## src/rtl/clock_time_keeper.sv

```systemverilog
// clock_time_keeper: BCD 24-hour time-of-day register.
// Advances on the 1 Hz strobe in RUN mode, and steps hours and/or minutes on
// the time-set strobe while a set button is held (SET mode, seconds held at 00).
// Outputs are packed BCD digits for the display driver, registered, latency 1.
module clock_time_keeper (
  input  logic       i_clk,
  input  logic       i_reset,
  input  logic       i_en,
  input  logic       i_1hz_stb,
  input  logic       i_timeset_stb,
  input  logic       i_set_hours,
  input  logic       i_set_minutes,
  output logic [5:0] o_hours,
  output logic [6:0] o_minutes,
  output logic [6:0] o_seconds,
  output logic       o_update_stb
);

  // Time digits, each kept as a separate BCD digit register
  logic [1:0] r_hours_tens;
  logic [3:0] r_hours_ones;
  logic [2:0] r_min_tens;
  logic [3:0] r_min_ones;
  logic [2:0] r_sec_tens;
  logic [3:0] r_sec_ones;
  logic       r_update_stb;

  logic [1:0] w_hours_tens_next;
  logic [3:0] w_hours_ones_next;
  logic [2:0] w_min_tens_next;
  logic [3:0] w_min_ones_next;
  logic [2:0] w_sec_tens_next;
  logic [3:0] w_sec_ones_next;
  logic       w_update_next;

  // Incremented field values, computed unconditionally and selected below
  logic [1:0] w_hours_tens_inc;
  logic [3:0] w_hours_ones_inc;
  logic [2:0] w_min_tens_inc;
  logic [3:0] w_min_ones_inc;
  logic [2:0] w_sec_tens_inc;
  logic [3:0] w_sec_ones_inc;

  logic w_set_mode;
  logic w_run_step;
  logic w_set_step;
  logic w_sec_wrap;
  logic w_min_wrap;
  logic w_hours_wrap;

  // Mode is decided by the button levels in the same cycle as the strobe, so a
  // strobe coincident with a press is handled in the new mode and only one
  // strobe type can ever act in a given cycle.
  assign w_set_mode = i_set_hours | i_set_minutes;
  assign w_run_step = i_en & ~w_set_mode & i_1hz_stb;
  assign w_set_step = i_en &  w_set_mode & i_timeset_stb;

  assign w_sec_wrap   = (r_sec_tens == 3'd5) && (r_sec_ones == 4'd9);
  assign w_min_wrap   = (r_min_tens == 3'd5) && (r_min_ones == 4'd9);
  assign w_hours_wrap = (r_hours_tens == 2'd2) && (r_hours_ones == 4'd3);

  // Per-field +1 with BCD ones->tens carry and field wrap (59->00, 23->00)
  always_comb begin
    w_sec_tens_inc   = r_sec_tens;
    w_sec_ones_inc   = r_sec_ones + 4'd1;
    w_min_tens_inc   = r_min_tens;
    w_min_ones_inc   = r_min_ones + 4'd1;
    w_hours_tens_inc = r_hours_tens;
    w_hours_ones_inc = r_hours_ones + 4'd1;

    if (r_sec_ones == 4'd9) begin
      w_sec_ones_inc = 4'd0;
      w_sec_tens_inc = w_sec_wrap ? 3'd0 : r_sec_tens + 3'd1;
    end

    if (r_min_ones == 4'd9) begin
      w_min_ones_inc = 4'd0;
      w_min_tens_inc = w_min_wrap ? 3'd0 : r_min_tens + 3'd1;
    end

    // 23 is checked first because its ones digit is not 9
    if (w_hours_wrap) begin
      w_hours_ones_inc = 4'd0;
      w_hours_tens_inc = 2'd0;
    end else if (r_hours_ones == 4'd9) begin
      w_hours_ones_inc = 4'd0;
      w_hours_tens_inc = r_hours_tens + 2'd1;
    end
  end

  // Next-state selection: RUN ripple-carry count, or SET step of chosen fields
  always_comb begin
    w_hours_tens_next = r_hours_tens;
    w_hours_ones_next = r_hours_ones;
    w_min_tens_next   = r_min_tens;
    w_min_ones_next   = r_min_ones;
    w_sec_tens_next   = r_sec_tens;
    w_sec_ones_next   = r_sec_ones;
    w_update_next     = 1'b0;

    if (w_run_step) begin
      w_update_next   = 1'b1;
      w_sec_tens_next = w_sec_tens_inc;
      w_sec_ones_next = w_sec_ones_inc;
      if (w_sec_wrap) begin
        w_min_tens_next = w_min_tens_inc;
        w_min_ones_next = w_min_ones_inc;
        if (w_min_wrap) begin
          w_hours_tens_next = w_hours_tens_inc;
          w_hours_ones_next = w_hours_ones_inc;
        end
      end
    end else if (w_set_step) begin
      // Every set step pulses the update strobe, even if seconds were already 00
      w_update_next   = 1'b1;
      w_sec_tens_next = 3'd0;
      w_sec_ones_next = 4'd0;
      if (i_set_minutes) begin
        w_min_tens_next = w_min_tens_inc;
        w_min_ones_next = w_min_ones_inc;
      end
      if (i_set_hours) begin
        w_hours_tens_next = w_hours_tens_inc;
        w_hours_ones_next = w_hours_ones_inc;
      end
    end
  end

  // Time and update-strobe registers, cleared immediately by reset
  always_ff @(posedge i_clk or posedge i_reset) begin
    if (i_reset) begin
      r_hours_tens <= 2'd0;
      r_hours_ones <= 4'd0;
      r_min_tens   <= 3'd0;
      r_min_ones   <= 4'd0;
      r_sec_tens   <= 3'd0;
      r_sec_ones   <= 4'd0;
      r_update_stb <= 1'b0;
    end else begin
      r_hours_tens <= w_hours_tens_next;
      r_hours_ones <= w_hours_ones_next;
      r_min_tens   <= w_min_tens_next;
      r_min_ones   <= w_min_ones_next;
      r_sec_tens   <= w_sec_tens_next;
      r_sec_ones   <= w_sec_ones_next;
      r_update_stb <= w_update_next;
    end
  end

  assign o_hours      = {r_hours_tens, r_hours_ones};
  assign o_minutes    = {r_min_tens, r_min_ones};
  assign o_seconds    = {r_sec_tens, r_sec_ones};
  assign o_update_stb = r_update_stb;

endmodule

```

## config.mk

```make
export PLATFORM = sky130hd
export DESIGN_NAME = clock_time_keeper
export DESIGN_NICKNAME = d
export VERILOG_FILES = /design/src/rtl/clock_time_keeper.sv
export SDC_FILE = /design/constraint.sdc
export NUM_CORES = 1
export LEC_CHECK = 0
export CORE_UTILIZATION = 49
export CTS_CLUSTER_SIZE = 28
export DETAILED_ROUTE_END_ITERATION = 16
export GPL_ROUTABILITY_DRIVEN = 0
export PLACE_DENSITY = 0.76
export SLEW_MARGIN = 40
export SYNTH_ARGS = -nofsm -noshare
export SYNTH_HDL_FRONTEND = slang
export SYNTH_SLANG_ARGS = --single-unit
```

## constraint.sdc

```tcl
create_clock -name i_clk -period 2.3 [get_ports i_clk]
set_input_delay 0.23 -clock i_clk [delete_from_list [all_inputs] [get_ports i_clk]]
set_output_delay 0.23 -clock i_clk [all_outputs]
set_load 0.05 [all_outputs]
```

==> results by group <==
Placed design
  • Dpl ws: between 0.2 and 0.25 ns
  • Input/output buffers: 27
  • Placed insts: ~170
  • Dpl cell area: around 1600 µm²
  • HPWL after DPL: about 1900 µm

Timing
  • Final hold slack: between 0.2 and 0.3 ns
  • Slew margin rel.: between 60% and 70%
  • Final setup vio count: 0
  • Slew Limit Fails: 0
  • Sum Neg Setup Slack: 0 ns
  • Period minus WS final: 1.87 ns
  • Setup WS post-layout: about 0.43 ns
  • RSZ-0062 raised after global routing: no
  • Fmax: roughly 0.53 GHz
  • Clock Skew: around 0.0014 ns
  • Crit share post-route: about four fifths
  • Final Hold Viols: 0
  • Worst slew pin tran: approximately 0.59 ns

Detailed routing
  • Drt total wl: around 2500 µm
  • Routed vias: 977
  • # DRC: 0
  • Via density: 5.55
  • 1st-pass router iterations: 4
  • Routed Antenna Nets: 0
  • Drt wl/cell: 14.0 µm
  • DRT iter0 DRCs: 14

Yosys
  • Post-Syn Area per Cell: ~11 µm²
  • Post-synthesis register bit count: 21
  • Synth Instances: 117
  • Post-synth cell types: roughly 40
  • Synth Cell Area: between 1000 and 1500 µm²
  • Asr flop ratio synth: 100%
  • Register area share after synthesis: a little over two fifths
  • Mapped Nets: 132
  • Most used flip-flop cell after synthesis: dfrtp_1
  • EDFF count, synth: 0
  • Yosys warning count: 0

Final layout
  • Design area: 1590 µm²
  • Area taken by multi-input logic gates: between 600 and 700 µm²
  • Layout Cells excl Fill: roughly 180
  • Layout cell share with drive strength beyond 1: 12.8%
  • Most frequent cells in the layout: clkdlybuf4s50_1 (27), dfrtp_1 (21)
  • Most common cell after layout, fill and taps aside: clkdlybuf4s50_1
  • Net count, final: 164
  • Register area: roughly 530 µm²
  • N_diodes: 0
  • FILL cells: approximately 180
  • Area growth syn-to-layout: 26.9%

Die
  • Top Ports: 28
  • Starting density of the core: 54.0%
  • Die Footprint: 2760 µm²
  • Core ar.: 2320 µm²
  • Chip height: 52.6 µm
  • Die width: about 53 µm
  • Std cell rows: 17

CTS
  • Clk_lat worst skew: 0.30 ns
  • CTS Buffer Depth: 2
  • CTS tree: built
  • Postcts setup bufs: 0
  • Sink Count: 21
  • TritonCTS Buffers: 3
  • PostCTS Resize Cnt: 0
  • # hold bufs at CTS: 0
  • CTS HTree Levels: 1
  • Worst-path clk slew: 0.12 ns
  • Clk root buf: clkbuf_4

GRT
  • First-pass GRT wire length: roughly 4100 µm
  • Initial antenna violation count: 0
  • Largest net degree at the start of global routing: 22
  • Vias in the first global route: 962
  • GRT overflow: 0
  • GRT Total Usage: approximately a fifth

Worst setup path
  • Terminus of the critical flop-to-flop path: r_hours_ones[0]
  • Setup CP Type: reg -> reg
  • CP startpoint kind: flip-flop
  • Data required, critical path: around 2.5 ns
  • Worst R2R Path Depth: 6
  • FF-to-FF setup slack: about 0.43 ns
  • CP endpoint kind: flip-flop
  • CP max FO: 6
  • Reg2reg start: r_sec_ones[1]
  • Critical Path AT: 2.07 ns

Run
  • Max-cap violation count: 0

Run status
  • Status: complete, no violations

Power and ir drop
  • PwrDens: between 1000 and 1500 nW/µm²
  • Static Leak: 0.711 nW
  • Maximum VDD drop: 0.828 mV

Hold path
  • Worst Hold Class: in -> async
==> power breakdown <==
group          leakage, nW  internal [mW]  switching (mW)
Combinational        0.425          0.367           0.569
Clock               0.0177         0.0646           0.114
Sequential           0.268          0.472           0.148
==> Yosys cell counts, types with 2 or more instances <==
cell,instances,area (µm²)
dfrtp_1,21,526
ha_1,8,100
inv_1,8,30.0
nand2_1,8,30.0
nor2_1,8,30.0
a21oi_1,4,20.0
nand3_1,4,20.0
o21ai_0,4,20.0
o2bb2ai_1,4,35.0
a21o_1,3,22.5
and3_1,3,18.8
mux2_2,3,33.8
o211ai_1,3,22.5
o22ai_1,3,18.8
a41o_1,2,20.0
mux2_4,2,30.0
nand2b_1,2,12.5
nand4bb_1,2,22.5
nor3b_1,2,15.0
xnor2_1,2,17.5
==> final cells by class <==
cell class / instances / area share, %
clock inverters: 1 / 0.315
multi-input cells: 87 / 43.6
clock buffers: 3 / 1.42
inverters: 8 / 1.89
well taps: 28 / 2.20
repair buffers: 28 / 17.5
flip-flops and latches: 21 / 33.1
==> sequential cells by signal, summed over array words and instances, names as in the netlist <==
signal / cells
r_sec_tens: 3
o_update_stb: 1
r_sec_ones: 4
r_hours_tens: 2
r_min_tens: 3
r_hours_ones: 4
r_min_ones: 4
==> cell families after synthesis <==
logic type	count (synthesis)	synth area share [%]
simple gates	42	22.9
compound gates	29	17.3
buf+inv	9	2.70
xor+xnor	3	2.10
flops	21	42.0
mux	5	5.09
fa+ha+maj	8	7.99
==> through the flow <==
| stage | total power, mW | util, % |
|---|---|---|
| 2_1_floorplan | 1.26 | - |
| 3_3_place_gp | 1.54 | 67.4 |
| 3_5_place_dp | 1.57 | 67.4 |
| 4_1_cts | 1.75 | 68.5 |
| 5_1_grt | 1.84 | 68.5 |
| 6_report | 1.73 | 68.5 |
==> worst max-delay path by stage <==
| stage | from | to |
|---|---|---|
| floorplan | r_sec_ones[0] | r_hours_ones[0] |
| global placement | i_set_hours | r_hours_ones[0] |
| detailed placement | i_set_minutes | r_hours_ones[0] |
| CTS | r_sec_ones[1] | r_hours_ones[0] |
| global route | r_sec_ones[0] | r_hours_ones[0] |
| finish | r_sec_ones[1] | r_hours_ones[0] |
==> critical path, cell delays in order (launching register included) <==
cell      delay, ns
dfrtp_1        0.43
inv_1          0.09
ha_1           0.17
nand3b_2       0.19
nor4_4         0.46
nor2_2         0.11
mux2_4         0.32
==> per-layer routing <==
| metal | GRT usage [%] | up-vias | routed length (µm) |
|---|---|---|---|
| met5 | 0 | - | 0 |
| li1 | - | 495 | - |
| met2 | 35.0 | 21 | 1220 |
| met4 | 6.14 | 0 | 14 |
| met3 | 3.19 | 2 | 79 |
| met1 | 26.1 | 459 | 1150 |
(Power assumes the default switching activity.)
